File: src/rtl/voice_pkg.sv
// voice_pkg
//   Shared constants for the voice allocator slice.
//   NOTE_W / DUR_W : default note-code and duration widths
//   REST_NOTE      : note code meaning "no sound"; never allocated a voice
//   MAX_VOICES     : largest voice bank the selector is sized for
package voice_pkg;

  localparam int NOTE_W     = 6;
  localparam int DUR_W      = 6;
  localparam int REST_NOTE  = 0;
  localparam int MAX_VOICES = 8;

endpackage

File: src/rtl/voice_select.sv
// voice_select
//   Combinational voice chooser. Picks the voice with the smallest
//   effective remaining duration, lowest index on ties. A free voice has
//   eff == 0, which is the global minimum, so this also yields the
//   lowest-index free voice whenever one exists.
// Ports:
//   eff    in  NUM_VOICES*DUR_W  packed per-voice effective remaining beats
//   choice out NUM_VOICES        one-hot selected voice
//   steal  out 1                 selected voice is still occupied
module voice_select #(
  parameter int NUM_VOICES = 3,
  parameter int DUR_W      = 6
) (
  input  logic [NUM_VOICES*DUR_W-1:0] eff,
  output logic [NUM_VOICES-1:0]       choice,
  output logic                        steal
);
  import voice_pkg::*;

  localparam int IDX_W = $clog2(MAX_VOICES);

  logic [IDX_W-1:0] best_idx;
  logic [DUR_W-1:0] best_val;

  // Strict less-than keeps the earlier (lower-index) voice on ties.
  always_comb begin
    best_idx = '0;
    best_val = eff[DUR_W-1:0];
    for (int v = 1; v < NUM_VOICES; v++) begin
      if (eff[v*DUR_W +: DUR_W] < best_val) begin
        best_val = eff[v*DUR_W +: DUR_W];
        best_idx = IDX_W'(v);
      end
    end
  end

  genvar gi;
  generate
    for (gi = 0; gi < NUM_VOICES; gi++) begin : g_onehot
      assign choice[gi] = (best_idx == IDX_W'(gi));
    end
  endgenerate

  // Minimum still non-zero means every voice is occupied.
  assign steal = (best_val != '0);

endmodule

File: src/rtl/voice_allocator.sv
// voice_allocator
//   Dynamic voice scheduler between the note-event stream and a bank of
//   note_player voices. Each voice's remaining duration is counted down on
//   beats; new notes go to a free voice or preempt the one nearest to done.
// Ports:
//   clk, reset            clock, asynchronous active-high reset
//   play                  playback enable (freezes counters, drops requests)
//   flush                 synchronous clear of all occupancy
//   beat                  one-cycle beat tick
//   req_valid/note/duration  incoming note event
//   load_note             one-hot load strobe to the chosen voice
//   note_out/duration_out shared data bus for the strobed voice (held)
//   voice_busy            registered per-voice occupancy
//   steal                 strobe went to an occupied voice
//   dropped               previous cycle's request was discarded
module voice_allocator #(
  parameter int NUM_VOICES = 3,
  parameter int NOTE_W     = 6,
  parameter int DUR_W      = 6
) (
  input  logic                  clk,
  input  logic                  reset,
  input  logic                  play,
  input  logic                  flush,
  input  logic                  beat,
  input  logic                  req_valid,
  input  logic [NOTE_W-1:0]     req_note,
  input  logic [DUR_W-1:0]      req_duration,
  output logic [NUM_VOICES-1:0] load_note,
  output logic [NOTE_W-1:0]     note_out,
  output logic [DUR_W-1:0]      duration_out,
  output logic [NUM_VOICES-1:0] voice_busy,
  output logic                  steal,
  output logic                  dropped
);
  import voice_pkg::*;

  logic [DUR_W-1:0]            remaining_reg  [NUM_VOICES];
  logic [DUR_W-1:0]            remaining_next [NUM_VOICES];
  logic [NUM_VOICES*DUR_W-1:0] eff_flat;
  logic [NUM_VOICES-1:0]       busy_next;
  logic [NUM_VOICES-1:0]       sel_choice;
  logic                        sel_steal;
  logic                        beat_en;
  logic                        accept;

  // Beats only count while playing; flush wins over everything else.
  assign beat_en = beat && play;
  assign accept  = req_valid && play && !flush
                   && (req_note != NOTE_W'(REST_NOTE))
                   && (req_duration != '0);

  // Effective occupancy already includes this cycle's beat, so a voice that
  // finishes on this beat is treated as free for a same-cycle request.
  genvar gi;
  generate
    for (gi = 0; gi < NUM_VOICES; gi++) begin : g_eff
      assign eff_flat[gi*DUR_W +: DUR_W] =
        (beat_en && (remaining_reg[gi] != '0)) ? (remaining_reg[gi] - DUR_W'(1))
                                               : remaining_reg[gi];
    end
  endgenerate

  voice_select #(
    .NUM_VOICES (NUM_VOICES),
    .DUR_W      (DUR_W)
  ) u_select (
    .eff    (eff_flat),
    .choice (sel_choice),
    .steal  (sel_steal)
  );

  always_comb begin
    for (int v = 0; v < NUM_VOICES; v++) begin
      remaining_next[v] = eff_flat[v*DUR_W +: DUR_W];
      if (flush) begin
        remaining_next[v] = '0;
      end else if (accept && sel_choice[v]) begin
        remaining_next[v] = req_duration;
      end
    end
  end

  // Busy flags are registered from the next-state value so they line up
  // with remaining_reg in the same cycle.
  generate
    for (gi = 0; gi < NUM_VOICES; gi++) begin : g_busy
      assign busy_next[gi] = (remaining_next[gi] != '0);
    end
  endgenerate

  always_ff @(posedge clk or posedge reset) begin
    if (reset) begin
      for (int v = 0; v < NUM_VOICES; v++) begin
        remaining_reg[v] <= '0;
      end
      load_note    <= '0;
      note_out     <= '0;
      duration_out <= '0;
      voice_busy   <= '0;
      steal        <= 1'b0;
      dropped      <= 1'b0;
    end else begin
      for (int v = 0; v < NUM_VOICES; v++) begin
        remaining_reg[v] <= remaining_next[v];
      end
      voice_busy <= busy_next;
      load_note  <= accept ? sel_choice : '0;
      steal      <= accept && sel_steal;
      dropped    <= req_valid && !accept;
      if (accept) begin
        note_out     <= req_note;
        duration_out <= req_duration;
      end
    end
  end

endmodule

File: config.mk
export PLATFORM = sky130hd
export DESIGN_NAME = voice_allocator
export DESIGN_NICKNAME = d
export VERILOG_FILES = /design/src/rtl/voice_pkg.sv /design/src/rtl/voice_select.sv /design/src/rtl/voice_allocator.sv
export SDC_FILE = /design/constraint.sdc
export NUM_CORES = 1
export LEC_CHECK = 0
export CORE_ASPECT_RATIO = 0.9
export CORE_MARGIN = 1.5
export CORE_UTILIZATION = 49
export CTS_CLUSTER_DIAMETER = 120
export DETAILED_ROUTE_END_ITERATION = 7
export PLACE_DENSITY_LB_ADDON = 0.05
export RECOVER_POWER = 25
export SLEW_MARGIN = 0
export SYNTH_ARGS = -nofsm -noshare
export SYNTH_HDL_FRONTEND = slang
export SYNTH_SLANG_ARGS = --single-unit
File: constraint.sdc
create_clock -name clk -period 5.25 [get_ports clk]
set_clock_uncertainty 0.2 [all_clocks]
set_input_delay 1.3125 -clock clk [delete_from_list [all_inputs] [get_ports clk]]
set_output_delay 1.3125 -clock clk [all_outputs]
set_load 0.05 [all_outputs]
==> impl_metrics.py, run 1 <==
metrics = {
    "floorplanning": {
        "die_area_sq_um": 5560,
        "start_util": 0.513,
        "die_h_microns": 70.9,
        "die_w_microns": 78.4,
        "ios": 38,
        "core_region_area_sq_um": 4890,
        "fp-row-count": 24,
    },
    "timing": {
        "fmaxAchievable_mhz": 190,
        "rsz0062_at_grt": "yes",
        "period_needed_ns": 5.25,
        "finalHoldViolCount": 0,
        "whs_ns": 0.287,
        "setup_ws_ns": -0.000249,
        "fin_setup_tns_ns": -0.000249,
        "final-max-slew-violation-count": 39,
        "period_share": 1.00,
        "worst_slew_pin_slew_ns": 2.03,
        "maxSlewHeadroom": -0.352,
        "setup_viol": 1,
    },
    "cts": {
        "clk_latency_ns": 0.30,
        "clkTransAtPathRegs_ns": 0.07,
        "clkSinkCount": 38,
        "root_buffer": "clkbuf_8",
        "tritoncts": "done",
        "clk_path_buf_depth": 2,
        "htree_levels": 2,
        "cts_buffers": 5,
        "ctsHoldBuffers": 0,
    },
    "yosys": {
        "yosys_warnings": 0,
        "synth_top_area_share": 0.379,
        "syn_inst": 252,
        "synth-edff-count": 0,
        "ys_seq_area_frac": 0.379,
        "synthTopCellsByCount": "dfrtp_1, nor2_1, nand2_1",
        "avgSynthCellArea_sq_um": 9.95,
        "yosysMostFrequentCell": "dfrtp_1",
        "ys_types": 56,
        "syn_nets": 284,
        "ys_ff_latch": 38,
        "post-synth-top-area-cell": "dfrtp_1",
        "syn-cell-area_sq_um": 2510,
        "ys.flop_type": "dfrtp_1",
        "ys_async_sr_fraction": 1.00,
        "yosys-top-cells-area": "dfrtp_1, ha_1, mux2_2",
    },
    "worst_setup_path": {
        "arrival_ns": 5.23,
        "crit_path_max_fanout": 7,
        "criticalPathCategory": "in2reg",
        "required_ns": 5.23,
        "cp-end-kind": "flip-flop",
        "crit_path_start_kind": "input pin",
    },
    "outcome": {
        "status": "finished with violations",
        "violations": "max-capacitance violations, max-slew violations, negative setup slack",
    },
    "route": {
        "drt_iter0_drc": 137,
        "first_pass_iters": 4,
        "wirelength_mm": 7.05,
        "remaining_drc_errors": 0,
        "wl_per_cell_microns": 17.2,
        "dr_total_vias": 2310,
        "viasPerCell": 5.62,
        "antenna_left": 0,
    },
    "final_layout": {
        "area_delta_synth_final_pct": 47.9,
        "num_antenna_cells": 0,
        "fill_cells": 350,
        "nets": 377,
        "drive_gt1_frac": 0.364,
        "largest_reg_flops": 18,
    },
    "placement": {
        "hpwl_mm": 5.21,
        "io_buffers": 37,
        "gp_congestion": 0.913,
    },
    "grt": {
        "grt_pass1_vias": 2370,
        "grt_overflow": 0,
        "grt_usage": 0.275,
        "antenna_found_initial": 0,
        "grt_pass1_wl_mm": 11.6,
        "grt_max_degree": 39,
    },
    "hold_path": {
        "hp-class": "reg2reg",
    },
    "run": {
        "maxCapViolCount": 1,
    },
}
[critical path: stages]
cell,delay (ns)
buf_6,0.07
and2_4,0.15
o21ai_4,0.05
or4_4,0.43
xnor2_2,0.15
ha_1,0.31
a211o_1,0.35
o41ai_4,0.31
a2111oi_4,0.09
o21ai_1,0.17
o31ai_2,0.09
ha_1,0.32
a21o_1,0.16
a21o_1,0.18
a21oi_2,0.15
nand2_1,0.08
nor2_2,0.10
o31a_1,0.26
o21bai_4,0.16
mux2_4,0.32
[logic make-up (layout without fill, tap and decap cells)]
group | after synthesis | count (layout) | share of synthesized area
compound gates | 66 | 66 | 0.211
xor+xnor | 13 | 13 | 0.0454
fa+ha+maj | 14 | 14 | 0.0698
buf+inv | 24 | 118 | 0.0374
flops | 38 | 38 | 0.379
mux | 22 | 22 | 0.101
simple gates | 75 | 75 | 0.156
[through the flow]
step / instances / area, sq um / utilization / worst slack, ns
after global routing: 411 / 3710 / 0.758 / -0.200
after CTS: 408 / 3640 / 0.744 / -0.163
after detailed placement: 393 / 3320 / 0.677 / -0.771
final: 411 / 3710 / 0.758 / -0.000249
after global placement: 393 / 3320 / 0.677 / -0.675
after floorplan: 252 / 2560 / - / -0.208
[layout make-up]
type / count / area (sq um) / area share
Sequential cell: 38 / 951 / 0.256
Clock buffer: 6 / 82.6 / 0.0223
Timing Repair Buffer: 91 / 793 / 0.214
Multi-Input combinational cell: 190 / 1670 / 0.450
Inverter: 19 / 71.3 / 0.0192
Clock inverter: 2 / 60.1 / 0.0162
Tap cell: 65 / 81.3 / 0.0219
[final timing paths]
| kind | endpoint | cells past startpoint | slack [ns] | start |
|---|---|---|---|---|
| worst max-delay path | remaining_reg[1] | 20 | -0.0002 | beat |
| worst min-delay path | duration_out[5] | 2 | 0.29 | duration_out[5] |
| worst max register to register | remaining_reg[1] | 22 | 0.28 | remaining_reg[13] |
| worst min register to register | duration_out[5] | 2 | 0.29 | duration_out[5] |
| max in group asynchronous | remaining_reg[17] | 3 | 1.70 | reset |
| min in group asynchronous | remaining_reg[9] | 3 | 1.99 | reset |
[timing repair]
item,4_1_cts,5_1_grt
gates cloned,1,0
resized for setup,38,12
pin swaps,27,18
endpoints found under the setup margin,25,25
buffers inserted,7,4
[metal layers]
layer	up-vias	share of wire	GRT usage
li1	1115	-	-
met1	1142	0.45	0.364
met2	42	0.50	0.461
met3	11	0.033	0.0426
met4	0	0.020	0.0992
met5	-	0	0
[cells in the final DEF (no fill, tap or decap), types with 5 or more instances in the layout]
cell type        netlist  routed
clkdlybuf4s50_1        0      34
nor3_1                11       7
clkbuf_8               0       6
a21oi_1               10       8
buf_4                  0      48
dfrtp_1               38      38
inv_1                 15      15
nand2_1               16      15
nor2_1                18      14
ha_1                  14      14
mux2_2                11      11
buf_6                  0       7
xnor2_1                8       7
o31ai_2                1       5
mux2_4                 0       6
o21ai_0                8       5
Power of run 1 is left out: the tool's default activity adds up to more than one toggle a clock period on the data nets, which glitch-free logic cannot reach.
==> run 2, diff against run 1 <==
--- a/config.mk
+++ b/config.mk
@@ -7,7 +7,7 @@
 export LEC_CHECK = 0
 export CORE_ASPECT_RATIO = 0.9
 export CORE_MARGIN = 1.5
-export CORE_UTILIZATION = 49
+export CORE_UTILIZATION = 45
 export CTS_CLUSTER_DIAMETER = 120
 export DETAILED_ROUTE_END_ITERATION = 7
 export PLACE_DENSITY_LB_ADDON = 0.05
==> constraint.sdc (replaced) <==
create_clock -name clk -period 5.25 [get_ports clk]
set_clock_uncertainty 0.2 [all_clocks]
set_input_delay 1.3125 -clock clk [delete_from_list [all_inputs] [get_ports clk]]
set_output_delay 1.3125 -clock clk [all_outputs]
set_load 0.005 [all_outputs]
==> run 2 against run 1 <==
- the flow finishes with violations (max-capacitance violations, max-slew violations)
- critical endpoint unchanged
- critical path depth decreased by 1
- register-to-register slack got worse by 0.02 ns
- highest routed layer unchanged
- critical path type unchanged
- first-iteration DRC count decreased by 2.9%
- non-clock buffer count decreased by 9
- largest cell class unchanged
==> impl_metrics.py, run 2 (synthesized netlist as in run 1, its figures left out) <==
metrics = {
    "route": {
        "wl_per_cell_microns": 16.8,
        "drt_iter0_drc": 133,
        "dr_total_vias": 2195,
        "antenna_left": 0,
        "wirelength_mm": 6.77,
        "first_pass_iters": 4,
        "viasPerCell": 5.43,
        "remaining_drc_errors": 0,
    },
    "grt": {
        "grt_overflow": 0,
        "grt_pass1_vias": 2236,
        "grt_usage": 0.248,
        "grt_max_degree": 39,
        "antenna_found_initial": 0,
        "grt_pass1_wl_mm": 11.1,
    },
    "worst_setup_path": {
        "cpPeakStageDelay_ns": 0.43,
        "startpoint": "play",
        "criticalPathCategory": "in2reg",
        "crit_slowest_cell": "or4_4",
        "rrSetupSlack_ns": 0.26,
        "regToRegEndpoint": "remaining_reg[1]",
        "arrival_ns": 5.21,
        "crit_path_start_kind": "input pin",
        "cp-end-kind": "flip-flop",
        "ff2ff_path_depth": 21,
        "crit_path_max_fanout": 6,
        "path_cells": "buf_6, and2_4, o21ai_2, or4_4, xnor2_2, ha_1, a211o_1, o41ai_4, a2111oi_4, o31ai_2, ha_1, a21o_1, a21o_1, a21oi_2, nand2_1, nor2_2, o31a_1, o21bai_4, mux2_4",
        "crit-reg2reg-launch": "remaining_reg[13]",
        "required_ns": 5.22,
    },
    "floorplanning": {
        "die_area_sq_um": 6030,
        "start_util": 0.472,
        "fp-row-count": 25,
        "core_region_area_sq_um": 5320,
        "die_w_microns": 81.7,
        "die_h_microns": 73.8,
        "ios": 38,
    },
    "run": {
        "maxCapViolCount": 1,
    },
    "final_layout": {
        "design_area_sq_um": 3510,
        "area_delta_synth_final_pct": 39.9,
        "num_antenna_cells": 0,
        "final_common_cell": "buf_4",
        "nets": 368,
        "largest_reg_flops": 18,
        "final_cell_mix": "buf_4, dfrtp_1, clkdlybuf4s50_1",
        "drive_gt1_frac": 0.312,
    },
    "cts": {
        "clk_latency_ns": 0.28,
        "root_buffer": "clkbuf_8",
        "clkTransAtPathRegs_ns": 0.07,
        "tritoncts": "done",
        "clkSinkCount": 38,
        "htree_levels": 2,
        "cts_buffers": 5,
        "clk_path_buf_depth": 2,
    },
    "outcome": {
        "status": "finished with violations",
        "violations": "max-capacitance violations, max-slew violations",
    },
    "hold_path": {
        "hp-class": "reg2reg",
        "min_path_cells": 2,
        "min_from": "duration_out[5]",
        "holdPathEnd": "duration_out[5]",
    },
    "timing": {
        "period_needed_ns": 5.24,
        "finalHoldViolCount": 0,
        "final-max-slew-violation-count": 39,
        "period_share": 0.999,
        "fmaxAchievable_mhz": 191,
        "maxSlewHeadroom": -0.341,
        "worst_slew_pin_slew_ns": 2.01,
        "setup_viol": 0,
        "rsz0062_at_grt": "yes",
    },
    "placement": {
        "hpwl_mm": 5.16,
        "gp_congestion": 0.911,
        "io_buffers": 37,
        "place_area_sq_um": 3270,
    },
}
[run 2: cell types whose count changed in the layout (fill, tap and decap cells not counted), moves of 3 or more]
cell / change
buf_4: -9
nor3_1: +4
a211oi_1: +3
a211oi_2: -3
o21ai_1: -3
o31ai_1: +3
[run 2: layout make-up]
class                      count  area [sq um]
clock buffer                   6          82.6
tap                           67          83.8
multi-input combinational    190          1590
fill                         438          1810
clock inverter                 2          12.5
timing repair buffer          82           719
inverter                      19          71.3
sequential                    38           951
[run 2: worst max path at each step]
stage / to / depth (start not counted)
finish: remaining_reg[1] / 19
global route: remaining_reg[1] / 20
CTS: remaining_reg[1] / 19
detailed placement: remaining_reg[8] / 19
global placement: remaining_reg[7] / 19
floorplan: remaining_reg[13] / 19
[run 2: stage by stage]
step | hold slack, ns | setup WS, ns | setup TNS, ns | std cells | util
after detailed placement | 0.278 | -0.682 | -15.43 | 389 | 0.616
final | 0.293 | 0.00647 | 0 | 404 | 0.660
after CTS | 0.294 | -0.119 | -1.90 | 404 | 0.660
after floorplan | 0.273 | -0.208 | -0.540 | 252 | -
after global placement | 0.267 | -0.667 | -13.83 | 389 | 0.616
after global routing | 0.319 | -0.170 | -2.77 | 404 | 0.660
[run 2: timing repair]
item                                    in CTS  in global routing
pin swaps                                   18                 15
gates cloned                                 0                  1
endpoints found under the setup margin      25                 25
buffers inserted                             8                  1
resized for setup                           27                  2
hold buffers                                 0                  0
[run 2: per-layer routing]
metal | track usage | vias up | part of all wire
met4 | 0.0565 | 0 | 0.0043
met1 | 0.342 | 1069 | 0.47
met3 | 0.0335 | 2 | 0.037
li1 | - | 1090 | -
met2 | 0.416 | 34 | 0.49
met5 | 0 | - | 0
[run 2: critical path, delay by kind of cell]
kind                     cells  cell delay (ns)
XOR/XNOR                     1             0.15
AND/OR/NAND/NOR              4             0.74
multiplexers                 1             0.32
buffers and inverters        1             0.07
AO/OA/AOI/OAI               10             1.97
adder cells (fa/ha/maj)      2             0.61
Power of run 2 is left out for the same reason.
==> variant 1: new RTL, config.mk and constraints of run 1 <==
Register the output `duration_out` once more, with the module's reset; this adds one clock of latency there. The other outputs are not delayed to match.
--- a/src/rtl/voice_allocator.sv
+++ b/src/rtl/voice_allocator.sv
@@ -35,4 +35,6 @@
 );
   import voice_pkg::*;
+
+  logic [DUR_W-1:0] duration_s0;
 
   logic [DUR_W-1:0]            remaining_reg  [NUM_VOICES];
@@ -97,5 +99,5 @@
       load_note    <= '0;
       note_out     <= '0;
-      duration_out <= '0;
+      duration_s0 <= '0;
       voice_busy   <= '0;
       steal        <= 1'b0;
@@ -111,6 +113,14 @@
       if (accept) begin
         note_out     <= req_note;
-        duration_out <= req_duration;
+        duration_s0 <= req_duration;
       end
+    end
+  end
+
+  always_ff @(posedge clk or posedge reset) begin
+    if (reset) begin
+      duration_out <= '0;
+    end else begin
+      duration_out <= duration_s0;
     end
   end
Formal check against the unedited RTL: not equivalent (Yosys sat finds a counterexample within 4 cycles, from zero or initial values and one cycle with reset high).
==> variant 1 against run 1 <==
The flow finishes with violations (capacitance limit, slew limit); routed wire length up 9.9%; critical path depth up 2; cell area up 0.13%; sequential cell count up 6; worst setup slack better by 0.20 ns; register-to-register slack worse by 0.08 ns; hold slack worse by 0.10 ns; area after synthesis up 11%; critical path type is now register to register; largest cell class unchanged; highest routed layer unchanged.
==> variant 1: results (changes against run 1) <==
Crit-path slowest cell or4b_4 (was or4_4); GRT Util Overall 27.3% (was 27.5%); Max-cap violations 1 (unchanged); net count after synthesis 313 (was 284); family with the most delay on the worst path simple AND/OR/NAND/NOR gates (was compound AO/OA/AOI/OAI gates); Area contributors post-synth dfrtp_1 (40%), ha_1 (6.3%), mux2i_1 (4.3%) (was dfrtp_1 (38%), ha_1 (7.0%), mux2_2 (4.9%)); post-synthesis compound-gate area fraction 17.4% (was 21.1%); crit path max fanout 8 (was 7); sequential fraction of the synthesis area 39.7% (was 37.9%); first-pass GRT wire length 12100 um (was 11600 um); met2 Resource Use GR 41.7% (was 46.1%); vias in the first global route 2400 (was 2370); failing checks capacitance limit, slew limit (was capacitance limit, slew limit, setup timing); layout cell share with drive strength beyond 1 28.0% (was 36.4%); Post-Synth Adder-Cell Area 6.68% (was 6.98%); WL final 7740 um (was 7050 um); status finished with violations (unchanged); Placement Setup Slack -0.601 ns (was -0.771 ns); grt met1 use 39.6% (was 36.4%); Final Max Slew Viols 45 (was 39); drt wl/cell 18.0 um (was 17.2 um); register area 1100 um2 (was 951 um2); f_max 0.198 GHz (was 0.190 GHz); FF-to-FF Start remaining_reg[12]$_DFF_PP0_ (was remaining_reg[13]$_DFF_PP0_); Rows 25 (was 24); number of distinct library cells after synthesis 58 (was 56); final hold slack 0.182 ns (was 0.287 ns); hold path depth 0 (was 2); Placement Cell Area 3490 um2 (was 3320 um2); Crit path arrival time 5.07 ns (was 5.23 ns)
## variant 1: cell types whose count changed in the layout (fill, tap and decap cells not counted), sizes merged, moves of 5 or more
cell	change
nor4	+5
nor3	-6
mux2	-7
mux2i	+7
a21oi	-6
dfrtp	+6
buf	-9
nand3	+6
o31ai	-8
o21ai	+7
o21ba	-5
nand2	+13
## variant 1: worst max path at each step
stage                                           start                           to
after CTS                                        play  remaining_reg[12]$_DFF_PP0_
after floorplan                                  beat   remaining_reg[7]$_DFF_PP0_
after global placement                           play   remaining_reg[2]$_DFF_PP0_
final                     remaining_reg[12]$_DFF_PP0_  remaining_reg[15]$_DFF_PP0_
after global routing      remaining_reg[12]$_DFF_PP0_  remaining_reg[15]$_DFF_PP0_
after detailed placement                         play   remaining_reg[4]$_DFF_PP0_
## variant 1: final cells by class
cell class / instances / area share [%]
clock inverter: 2 / 0.438
inverter: 23 / 2.32
multi-input combinational: 205 / 44.3
sequential: 44 / 29.6
clock buffer: 6 / 1.95
tap: 67 / 2.26
timing repair buffer: 84 / 19.1
==> variant 2: new RTL, settings of run 1 <==
Made on the original files. `NOTE_W` is set to 6 in 2 places; all go to 12.
--- a/src/rtl/voice_pkg.sv
+++ b/src/rtl/voice_pkg.sv
@@ -6,5 +6,5 @@
 package voice_pkg;
 
-  localparam int NOTE_W     = 6;
+  localparam int NOTE_W     = 12;
   localparam int DUR_W      = 6;
   localparam int REST_NOTE  = 0;
--- a/src/rtl/voice_allocator.sv
+++ b/src/rtl/voice_allocator.sv
@@ -16,5 +16,5 @@
 module voice_allocator #(
   parameter int NUM_VOICES = 3,
-  parameter int NOTE_W     = 6,
+  parameter int NOTE_W     = 12,
   parameter int DUR_W      = 6
 ) (
Interface: changed (resized note_out and req_note); port bits go from 38 to 50. No check against the original RTL was run, so the function may have changed too.
==> variant 2 against run 1 <==
Largest cell class unchanged; routed wire length grew 9.0%; global-route usage shrank 2.4 points; cell area grew 5.4%; critical path type is now register to register; worst setup slack gained 0.28 ns; sequential cell count grew 6; first-iteration DRC count shrank 3.6%; cell count grew 10%; area after synthesis grew 15%; the run ends with capacitance limit, slew limit left.
==> variant 2: results (changes against run 1) <==
Max-cap violations 1 (unchanged); f_max 0.201 GHz (was 0.190 GHz); Post-Synth Adder-Cell Area 6.07% (was 6.98%); first-pass GRT wire length 12300 um (was 11600 um); grt met1 use 31.1% (was 36.4%); mux contribution to synthesized area 13.0% (was 10.1%); final net count 421 (was 377); R2R depth 21 (was 22); hold path depth 2 (unchanged); initial antenna violation count 0 (unchanged); vias in the first global route 2475 (was 2370); top cells by count, synth dfrtp_1 (44), nor2_1 (29), a21oi_1 (19), inv_1 (19), mux2_2 (16) (was dfrtp_1 (38), nor2_1 (18), nand2_1 (16)); Placement Cell Area 3750 um2 (was 3320 um2); DPL Wire Length 6130 um (was 5210 um); gp weighted congestion 0.915 (was 0.913); Avg Cell Area, Syn 9.89 um2 (was 9.95 um2); layout cell share with drive strength beyond 1 28.1% (was 36.4%); GRT Util Overall 25.1% (was 27.5%); Final Max Slew Viols 45 (was 39); hold path start duration_out[1]$_DFFE_PP0P_ (was duration_out[5]$_DFFE_PP0P_); via count 2572 (was 2310); post-CTS setup buffer count 0 (was 7); Crit path arrival time 4.97 ns (was 5.23 ns); failing checks capacitance limit, slew limit (was capacitance limit, slew limit, setup timing); Crit-path slowest cell or4b_4 (was or4_4); largest net degree at the start of global routing 45 (was 39); crit path to remaining_reg[14]$_DFF_PP0_ (was remaining_reg[1]$_DFF_PP0_); post-cts sizing count 2 (was 38); port bufs 49 (was 37); Max-slew headroom -11.6% (was -35.2%); net count after synthesis 330 (was 284); CP max stage delay 0.50 ns (was 0.43 ns); YS warnings 0 (unchanged); placed cell count 442 (was 393); number of distinct library cells after synthesis 55 (was 56); final hold slack 0.300 ns (was 0.287 ns); Placement Setup Slack -0.416 ns (was -0.771 ns); Area contributors post-synth dfrtp_1 (38%), mux2_2 (6.2%), ha_1 (6.1%) (was dfrtp_1 (38%), ha_1 (7.0%), mux2_2 (4.9%)); WHS Endpoint duration_out[1]$_DFFE_PP0P_ (was duration_out[5]$_DFFE_PP0P_); reg2reg end remaining_reg[14]$_DFF_PP0_ (was remaining_reg[1]$_DFF_PP0_); CP Launch Point remaining_reg[6]$_DFF_PP0_ (was beat); WL final 7680 um (was 7050 um); clk slew on worst S/H paths 0.09 ns (was 0.07 ns); crit path max fanout 8 (was 7); GR Layer Usage met3 4.66% (was 4.26%); post-synthesis compound-gate area fraction 16.3% (was 21.1%); status finished with violations (unchanged); xor/xnor share of the synthesized area 3.03% (was 4.54%); ys async rst share 100% (unchanged); sequential fraction of the synthesis area 38.1% (was 37.9%); initial drt markers 132 (was 137); met2 Resource Use GR 45.3% (was 46.1%); drt wl/cell 16.9 um (was 17.2 um)
==> variant 2: cell types whose count changed after synthesis, moves of 8 or more <==
cell            run 1  this run
nand3_1             2        10
nor2_1             18        29
a21oi_1            10        19
mux2_4              0         9
==> variant 2: metal layers <==
metal / share of wire [%] / vias to the layer above / routed length, um
met5: 0 / - / 0
met4: 2.4 / 0 / 181
met3: 5.0 / 15 / 381
met2: 49 / 83 / 3800
met1: 43 / 1234 / 3320
li1: - / 1240 / -
==> variant 2: cell type report <==
cell class                 count  area [um2]
clock inverter                 3        21.3
fill                         461        1780
clock buffer                   5        68.8
tap                           70        87.6
timing repair buffer          91         823
inverter                      19        71.3
sequential                    44        1100
multi-input combinational    222        1740
==> variant 2: kinds of logic after synthesis <==
family,after synthesis
AOI/OAI and AO/OA,64
xor gates and xnor gates,10
adders and majority gates,14
buffers and inverters,26
DFF,44
muxes,31
and+or+nand+nor,103
